### src/rtl/key_schedule.sv
// RC4 key-scheduling engine: initialises S to the identity, then runs the
// 256-step swap shuffle driven by a 24-bit key through a 1-cycle-latency RAM port.
module key_schedule (
    input  logic        clk,
    input  logic        reset,
    input  logic        start,
    input  logic [23:0] secret_key,
    output logic [7:0]  s_memory_address,
    output logic [7:0]  s_memory_data,
    output logic        s_memory_write_enable,
    input  logic [7:0]  s_memory_q,
    output logic        finish
);

    typedef enum logic [3:0] {
        StIdle,
        StInit,
        StReadI,
        StLatchI,
        StReadJ,
        StLatchJ,
        StWriteI,
        StWriteJ,
        StDone
    } state_e;

    state_e      state_q, state_d;
    logic [7:0]  i_q, i_d;
    logic [7:0]  j_q, j_d;
    logic [1:0]  k_q, k_d;     // i mod 3, selects the key byte
    logic [7:0]  si_q, si_d;
    logic [7:0]  sj_q, sj_d;
    logic [23:0] key_q, key_d;
    logic [7:0]  key_byte;

    // Key byte for the current i: key[0] is the most significant byte.
    always_comb begin
        unique case (k_q)
            2'd0:    key_byte = key_q[23:16];
            2'd1:    key_byte = key_q[15:8];
            default: key_byte = key_q[7:0];
        endcase
    end

    // State register and datapath registers.
    always_ff @(posedge clk or posedge reset) begin
        if (reset) begin
            state_q <= StIdle;
            i_q     <= 8'd0;
            j_q     <= 8'd0;
            k_q     <= 2'd0;
            si_q    <= 8'd0;
            sj_q    <= 8'd0;
            key_q   <= 24'd0;
        end else begin
            state_q <= state_d;
            i_q     <= i_d;
            j_q     <= j_d;
            k_q     <= k_d;
            si_q    <= si_d;
            sj_q    <= sj_d;
            key_q   <= key_d;
        end
    end

    // Next-state logic; outputs depend only on state and registers, never on s_memory_q.
    always_comb begin
        state_d               = state_q;
        i_d                   = i_q;
        j_d                   = j_q;
        k_d                   = k_q;
        si_d                  = si_q;
        sj_d                  = sj_q;
        key_d                 = key_q;
        s_memory_address      = 8'd0;
        s_memory_data         = 8'd0;
        s_memory_write_enable = 1'b0;
        finish                = 1'b0;

        unique case (state_q)
            StIdle: begin
                if (start) begin
                    key_d   = secret_key;
                    i_d     = 8'd0;
                    j_d     = 8'd0;
                    k_d     = 2'd0;
                    state_d = StInit;
                end
            end
            StInit: begin
                s_memory_address      = i_q;
                s_memory_data         = i_q;
                s_memory_write_enable = 1'b1;
                i_d                   = i_q + 8'd1;  // wraps to 0 after 255
                if (i_q == 8'hff) begin
                    k_d     = 2'd0;
                    state_d = StReadI;
                end
            end
            StReadI: begin
                s_memory_address = i_q;
                state_d          = StLatchI;
            end
            StLatchI: begin
                s_memory_address = i_q;
                si_d             = s_memory_q;
                j_d              = j_q + s_memory_q + key_byte;
                state_d          = StReadJ;
            end
            StReadJ: begin
                s_memory_address = j_q;
                state_d          = StLatchJ;
            end
            StLatchJ: begin
                s_memory_address = j_q;
                sj_d             = s_memory_q;
                state_d          = StWriteI;
            end
            StWriteI: begin
                s_memory_address      = i_q;
                s_memory_data         = sj_q;
                s_memory_write_enable = 1'b1;
                state_d               = StWriteJ;
            end
            StWriteJ: begin
                s_memory_address      = j_q;
                s_memory_data         = si_q;
                s_memory_write_enable = 1'b1;
                if (i_q == 8'hff) begin
                    state_d = StDone;
                end else begin
                    i_d     = i_q + 8'd1;
                    k_d     = (k_q == 2'd2) ? 2'd0 : k_q + 2'd1;
                    state_d = StReadI;
                end
            end
            StDone: begin
                finish = 1'b1;
                if (!start) begin
                    state_d = StIdle;
                end
            end
            default: begin
                state_d = StIdle;
            end
        endcase
    end

endmodule

### config.mk
export PLATFORM = sky130hd
export DESIGN_NAME = key_schedule
export DESIGN_NICKNAME = d
export VERILOG_FILES = /design/src/rtl/key_schedule.sv
export SDC_FILE = /design/constraint.sdc
export NUM_CORES = 1
export LEC_CHECK = 0
export CORE_UTILIZATION = 55
export CTS_CLUSTER_DIAMETER = 150
export DETAILED_ROUTE_END_ITERATION = 7
export HOLD_SLACK_MARGIN = 0.03
export PLACE_DENSITY_LB_ADDON = 0.1
export RECOVER_POWER = 50
export SYNTH_ARGS = -nofsm -noshare
export SYNTH_HDL_FRONTEND = slang
export SYNTH_SLANG_ARGS = --single-unit
### constraint.sdc
create_clock -name clk -period 7.9 [get_ports clk]
set_input_delay 1.58 -clock clk [delete_from_list [all_inputs] [get_ports clk]]
set_output_delay 1.58 -clock clk [all_outputs]
set_load 0.1 [all_outputs]
; Word-level counts from Yosys, hierarchy flattened
; Index checks and enable logic that the tools add are counted.
[totals]
regBits = 62
in_bits = 35
output_inout_bits = 18
wordCells = 57
[classes]
n_addsub = 4
n_eq_ne = 15
mux = 19
reduce_logical = 12
[op_table]
columns = operator, n
row1 = $pmux W8 S2, 3
row2 = $pmux W8 S3, 2
row3 = $pmux W4 S9, 1
row4 = $add A8 B8 Y8, 2
row5 = $eq A4 B3 Y1 const B, 4
row6 = $mux W4, 4
row7 = $mux W8, 2
row8 = $add A8 B1 Y8 const B, 1
row9 = $eq A4 B2 Y1 const B, 2
row10 = $eq A8 B8 Y1 const B, 1
row11 = $mux W2, 4
row12 = $ne A2 B2 Y1 const B, 4
row13 = $pmux W2 S3, 1
row14 = $reduce_and A3 Y1, 2
row15 = $reduce_or A3 Y1, 2
row16 = $eq A4 B1 Y1 const B, 1
row17 = $eq A4 B4 Y1 const B, 1
row18 = $logic_not A4 Y1, 1
row19 = $reduce_and A2 Y1, 2
row20 = $reduce_and A4 Y1, 1
row21 = $reduce_or A4 Y1, 1
row22 = $reduce_bool A3 Y1, 1
row23 = $add A2 B1 Y2 const B, 1
row24 = $eq A2 B1 Y1 const B, 1
row25 = 4 further kinds, 5

; Logic depth before layout (Yosys ltp)
; Gate-level depths: netlist (run 1).
[depth]
word_depth = 4
depth_mapped = 13
depth_no_buf = 11

; Worst setup path before layout (run 1)
; OpenSTA, ideal clock, no wires.
[synth_timing]
path_kind = reg-to-output
from = reg state_q[0]
to = out s_memory_address[0]
arrival_ps = 2411
required_ps = 6320
setup_slack_ps = 3909
path_stages_with_launch = 7
n_path_buf = 1
cell_sequence = dfrtp_1 > buf_2 > inv_1 > nand2_1 > o21ai_1 > a22oi_1 > nor2_1
[synth_via]
elab_chain_cells = 3
elab_cells_between_ends = 10
classes_between = eq/ne (7) / mux (1) / reduce/logical (2)
[synth_rtl]
columns = element, line
row1 = "start, declared", 27  ; state_e state_q, state_d;
row2 = "start signal, assigned", 48  ; state_q <= StIdle;
row3 = "start signal, assigned", 56  ; state_q <= state_d;
row4 = $eq A4 B1 Y1 (tied with other cells), 80  ; unique case (state_q)
row5 = $reduce_or A4 Y1 (no source line) or $reduce_or A3 Y1 (tied branches), n/a
row6 = $pmux W8 S2 (*), 80
row7 = "end, declared", 8  ; output logic [7:0] s_memory_address,
; Every way passes the cells marked *; elsewhere a longest branch is shown, timed or not.

; Worst setup path after layout (run 1)
[layout_timing]
from = reg state_q[3]
to = out s_memory_write_enable
[layout_via]
elab_chain_cells = 3
elab_cells_between_ends = 5
classes_between = eq/ne (3) / mux (1) / reduce/logical (1)
[layout_rtl]
columns = element, line
row1 = $eq A4 B3 Y1 or $eq A4 B1 Y1 (tied branches), 80
row2 = $reduce_or A3 Y1 (no source line) (*), n/a
row3 = $mux W1 (*), 80
row4 = "end, declared", 10  ; output logic s_memory_write_enable,
; Marked as above.

==> results of run 1 <==
-- sequential cells by signal, indices dropped and copies added (netlist names) --
signal   count
key_q       24
sj_q         8
k_q          2
j_q          8
si_q         8
state_q      4
i_q          8
-- worst register-to-register path, delay by kind of cell, from the launching register on --
kind / cells / cell delay [ns]
AOI/OAI and AO/OA: 5 / 1.11
buffers and inverters: 1 / 0.05
DFF: 1 / 0.75
adders and majority gates: 3 / 1.12
and+or+nand+nor: 1 / 0.17
muxes: 1 / 0.26
-- worst max-delay path by stage --
stage	start	to	cells past startpoint	slack, ns
finish	state_q[3]	s_memory_write_enable	4	2.86
global route	reset	key_q[22]	3	2.25
CTS	state_q[3]	s_memory_write_enable	4	2.86
detailed placement	state_q[3]	s_memory_write_enable	4	3.24
global placement	state_q[3]	s_memory_write_enable	4	3.34
floorplan	state_q[0]	s_memory_address[0]	6	3.91
-- layer usage --
layer	vias to the layer above	part of all wire, %	track usage (%)
met3	18	4.3	5.05
met4	0	1.9	11.9
met2	95	48	42.4
met1	1420	46	36.4
li1	1407	-	-
met5	-	0	0
-- power breakdown --
part	total (mW)	internal, mW	leakage [nW]	switching [mW]
Combinational	0.0542	0.0289	1.07	0.0253
Clock	0.300	0.174	0.106	0.126
Sequential	0.325	0.321	0.803	0.00365
Total	0.679	0.524	1.98	0.155
-- final cells by class --
type	count	area [µm²]
tap	75	93.8
timing repair buffer	54	532
inverter	17	63.8
sequential	62	1550
clock inverter	5	75.1
fill	468	1810
multi-input combinational	285	1810
clock buffer	10	128
-- cells by family after synthesis --
| family | count (synthesis) | synth area share (%) |
|---|---|---|
| AOI/OAI and AO/OA | 75 | 14.5 |
| xor gates and xnor gates | 7 | 1.73 |
| adders and majority gates | 15 | 7.00 |
| buffers and inverters | 38 | 4.70 |
| DFF | 62 | 43.9 |
| muxes | 25 | 7.64 |
| and+or+nand+nor | 163 | 20.6 |
-- cells in the final DEF (no fill, tap or decap), drive strengths merged, types with 3 or more instances in the layout --
cell type	instances
clkbuf	11
dfrtp	62
a22o	4
nor3	4
mux2i	9
fa	8
a21oi	7
o21ai	30
nand3	12
ha	7
clkdlybuf4s50	42
mux2	16
inv	16
clkinv	4
nor3b	3
xnor2	6
a22oi	16
nor2	22
nand2	107
dlygate4sd3	10
-- per-stage QoR --
step           utilization [%]  hold slack (ns)
4_1_cts                   70.4            0.479
3_5_place_dp              67.1            0.462
2_1_floorplan                -            0.445
5_1_grt                   70.2            0.492
6_report                  70.2            0.477
3_3_place_gp              67.1            0.459
==> results_dict.tcl, run 1 <==
set metrics [dict create \
    run_status "finished with violations" \
    violations "capacitance limit, slew limit" \
    wl_per_cell_um 15.9 \
    synthTopCellsByArea "dfrtp_1 44%, nand2_1 11%, mux2_2 5.1%" \
    grt_start_max_net_pins 63 \
    worst-endpoint-arrival_ns 3.46 \
    critical_path.reg2reg.endpoint "j_q[7]" \
    vdd.ir_drop.worst_v 0.000117 \
    post_cts_resize_count 0 \
    clk_pin_slew_worst_paths_ns 0.06 \
    clock_tree.buffer_depth 2 \
    initialDrtViolationCount 191 \
    p_leak_nw 1.98 \
    globalplace.congestion 0.849 \
    post_synth_cell_types 55 \
    total_number_of_placement_rows 28 \
    synth_sequential_area_ratio_pct 43.9 \
    finalClockSkew_ns 0.00845 \
    crit_required_ns 6.32 \
    antenna_cells_inserted 0 \
    grt_setup_unrepaired "false" \
    max_cap_violations 1 \
    fin_total_pwr_mw 0.679 \
    timing.final.crit_period_ns 5.04 \
    grt_overflow_total 0 \
    holdCritStartpoint "key_q[22]" \
    synth_area_mm2 0.00354 \
    firstDrtPassIters 5 \
    via_count_of_the_first_global_routing_pass 2730 \
    num_vias 2940 \
    grt_first_pass_wirelength_mm 13.2 \
    worst_hold_check_path_type "reg -> reg" \
    cts_max_level 3 \
    die_h_um 82.2 \
    tritoncts "yes" \
    route.detailed.vias_per_inst 5.79 \
    ys_ff_latch 62 \
    critical_path.max_fanout 20 \
    cts_hold_repair.buffers 0 \
    postSynth.asyncResetShare_pct 100 \
    remaining_drc_errors 0 \
    finish.cell_count_without_fillers 508 \
    kind_of_capture_point_of_the_worst_setup_path "output port" \
    place.detailed.instances 493 \
    core-area_mm2 0.00606 \
    timing_hold_violations_final 0 \
    cp_top_family "simple AND/OR/NAND/NOR gates" \
    synth_area_leader_cell "dfrtp_1" \
    synth_top_area_share_pct 43.9 \
    cpPeakStageDelay_ns 1.15 \
    synthesized_area_per_cell_um2 9.19 \
    postSynthCellCount 385 \
    dp_hpwl_mm 5.70 \
    synth_enable_flop_cells 0 \
    synth_nets 435 \
    worst-path-buf-inv 1 \
    worst_r2r_startpoint "k_q[0]" \
    dp_slack_ns 3.24 \
    period_utilization_post_route_pct 63.8 \
    ios 53 \
    numCtsBuffers 9 \
    min_delay_worst_endpoint "key_q[22]" \
    layout-area-overhead-vs-synth_pct 20.3 \
    worstSkewPairLatency_ns 0.35 \
    cp-start-kind "register" \
    crit_type "reg -> out" \
    fin_area_mm2 0.00426 \
    synth.most_common_cell "nand2_1" \
    clock_sinks 62 \
    nets 479 \
    initial_antenna_violation_count 0 \
    ratio_of_cells_with_drive_above_1_in_the_final_layout_pct 9.24 \
    pwrdens_mw_per_mm2 160 \
    buffer_ports.inserted 52 \
    drtAntennaViolNets 0 \
    worst_r2r_path_depth 11 \
    cts_setup_buffers 0 \
    postSynth.topFlopCell "dfrtp_1" \
    timing.reg2reg.setup_slack_ns 4.35 \
    finalWorstSetupSlack_ns 2.86 \
    worst-slew-pin-transition_ns 3.27 \
    critical_path.cell_chain "nor4b_2 > nor2_1 > nand2b_1 > clkdlybuf4s50_1" \
    crit_path_slowest_cell "clkdlybuf4s50_1" \
    placed_cell_area_mm2 0.00406 \
    initial_core_util_pct 58.4 \
    dieWidth_um 82.2 \
    ys_top_cells_by_count "107 x nand2_1, 62 x dfrtp_1, 29 x o21ai_0" \
    fin_tns_setup_ns 0 \
    slew_violations 63 \
    drt_wl_total_mm 8.09 \
    grtUsageTotal_pct 27.0 \
    worst_slew_slack_as_a_fraction_of_its_limit_pct -118 \
    clk_root_buffer_cell "clkbuf_8" \
    finalSetupViolCount 0 \
    worstHoldPathCells 2 \
    design.die.area_mm2 0.00676 \
    synth.yosys.warnings 0 \
    fmaxAchievable_mhz 198 \
]
No activity file was read; power rests on OpenSTA's default activity.
==> inputs of run 2 (changes only) <==
--- a/config.mk
+++ b/config.mk
@@ -5,7 +5,7 @@
 export SDC_FILE = /design/constraint.sdc
 export NUM_CORES = 1
 export LEC_CHECK = 0
-export CORE_UTILIZATION = 55
+export CORE_UTILIZATION = 54
 export CTS_CLUSTER_DIAMETER = 150
 export DETAILED_ROUTE_END_ITERATION = 7
 export HOLD_SLACK_MARGIN = 0.03
==> constraint.sdc (replaced) <==
create_clock -name clk -period 5.05 [get_ports clk]
set_input_delay 1.01 -clock clk [delete_from_list [all_inputs] [get_ports clk]]
set_output_delay 1.01 -clock clk [all_outputs]
set_load 0.1 [all_outputs]
==> run 2 against run 1 <==
Against the previous run: the flow still finishes with violations (capacitance limit, slew limit); global-route usage fell by 1.4 points; critical path depth did not move; clock-buffer cell count rose by 3; first-iteration DRC count fell by 13%; combinational power rose by 59%; cell area fell by 0.41%; largest power group unchanged; highest routed layer unchanged.
==> results_dict.tcl, run 2 (same netlist as run 1, synthesis figures left out) <==
set metrics [dict create \
    run_status "finished with violations" \
    violations "capacitance limit, slew limit" \
    critical_path.startpoint "state_q[3]" \
    globalplace.congestion 0.895 \
    fmaxAchievable_mhz 239 \
    max_cap_violations 2 \
    grtUsageTotal_pct 25.6 \
    place.detailed.instances 496 \
    most_common_cell_after_layout_fill_and_taps_aside "nand2_1" \
    placed_cell_area_mm2 0.00406 \
    layout-area-overhead-vs-synth_pct 19.8 \
    layout_common_cells "107 x nand2_1, 62 x dfrtp_1, 46 x clkdlybuf4s50_1" \
    initial_core_util_pct 55.7 \
    drt_wl_total_mm 8.15 \
    antenna_cells_inserted 0 \
    cp-start-kind "register" \
    fin_area_mm2 0.00424 \
    via_count_of_the_first_global_routing_pass 2898 \
    crit_path_slowest_cell "clkdlybuf4s50_1" \
    kind_of_capture_point_of_the_worst_setup_path "output port" \
    grt_start_max_net_pins 33 \
    dp_hpwl_mm 5.81 \
    grt_first_pass_wirelength_mm 14.0 \
    total_number_of_placement_rows 29 \
    fill_cells 514 \
    holdCritStartpoint "key_q[18]" \
    cts_max_level 3 \
    cp_top_family "buffers and inverters" \
    die_h_um 82.9 \
    largest_register_ffs 24 \
    worst_slew_slack_as_a_fraction_of_its_limit_pct -20.1 \
    period_utilization_post_route_pct 82.7 \
    cpPeakStageDelay_ns 1.13 \
    clk_root_buffer_cell "clkbuf_8" \
    critical_path.max_fanout 20 \
    numCtsBuffers 9 \
    wl_per_cell_um 15.9 \
    fin_tns_setup_ns 0 \
    drtAntennaViolNets 0 \
    crit_type "reg -> out" \
    ios 53 \
    finalClockSkew_ns 0.00966 \
    remaining_drc_errors 0 \
    vdd.ir_drop.worst_v 0.000206 \
    design.die.area_mm2 0.00688 \
    worst-slew-pin-transition_ns 1.78 \
    pwrdens_mw_per_mm2 246 \
    largest-register "key_q" \
    worst-endpoint-arrival_ns 3.17 \
    initialDrtViolationCount 167 \
    nets 480 \
    core-area_mm2 0.00635 \
    cts_setup_buffers 0 \
    finish.cell_count_without_fillers 512 \
    p_leak_nw 1.97 \
    route.detailed.vias_per_inst 5.66 \
    initial_antenna_violation_count 0 \
    clock_tree.buffer_depth 2 \
    grt_overflow_total 0 \
    finalSetupViolCount 0 \
    grt_setup_unrepaired "false" \
    num_vias 2898 \
    worst-path-buf-inv 1 \
    worst_r2r_startpoint "k_q[0]" \
    crit_required_ns 4.04 \
    critical_path.cell_chain "and4b_1 > a22oi_1 > nand2_1 > clkdlybuf4s50_1" \
    post_cts_resize_count 0 \
    timing_hold_violations_final 0 \
    ratio_of_cells_with_drive_above_1_in_the_final_layout_pct 10.1 \
    tritoncts "yes" \
    timing.final.crit_period_ns 4.18 \
    clock_sinks 62 \
    dieWidth_um 82.9 \
    firstDrtPassIters 5 \
    slew_violations 41 \
    worst_hold_check_path_type "reg -> reg" \
    cts_hold_repair.buffers 0 \
    worstSkewPairLatency_ns 0.34 \
    clk_pin_slew_worst_paths_ns 0.07 \
    buffer_ports.inserted 52 \
]
-- run 2: path summary, 6_finish.rpt --
kind,slack [ns],cells past startpoint,to
worst min-delay path,0.47,2,key_q[18]
min in group asynchronous,1.43,2,key_q[4]
max in group asynchronous,1.49,3,i_q[6]
worst max register to register,1.63,11,j_q[7]
worst min register to register,0.47,2,key_q[18]
worst max-delay path,0.87,4,s_memory_data[7]
-- run 2: per-stage QoR --
stage / util, % / hold slack, ns / worst slack, ns / total power, mW
global placement: 64.0 / 0.458 / 1.30 / 0.602
CTS: 67.2 / 0.480 / 0.845 / 1.05
global route: 66.7 / 0.493 / 0.748 / 1.08
floorplan: - / 0.445 / 1.63 / 0.561
detailed placement: 64.0 / 0.463 / 1.19 / 0.605
finish: 66.7 / 0.474 / 0.871 / 1.04
-- run 2: power by group --
part	internal (mW)	switching [mW]	leakage (nW)
Clock	0.255	0.194	0.0996
Sequential	0.502	0.00599	0.803
Combinational	0.0465	0.0396	1.07
Total	0.803	0.240	1.97
-- run 2: per-layer routing --
metal,GRT usage (%),vias up,share of wire (%)
met1,34.5,1407,45
li1,-,1398,-
met5,0,-,0
met2,41.9,80,49
met4,9.56,0,1.4
met3,4.17,13,4.4
-- run 2: area by class of cell --
class / count / area [µm²] / area share [%]
Multi-Input combinational cell: 285 / 1800 / 42.4
Sequential cell: 62 / 1550 / 36.6
Timing Repair Buffer: 55 / 529 / 12.5
Clock buffer: 13 / 159 / 3.75
Tap cell: 77 / 96.3 / 2.27
Inverter: 17 / 63.8 / 1.51
Clock inverter: 3 / 42.5 / 1.00
-- run 2: worst min-delay path, delay by kind of cell (launching register included) --
family | cells | cell delay, ns
flops | 1 | 0.34
simple gates | 2 | 0.10
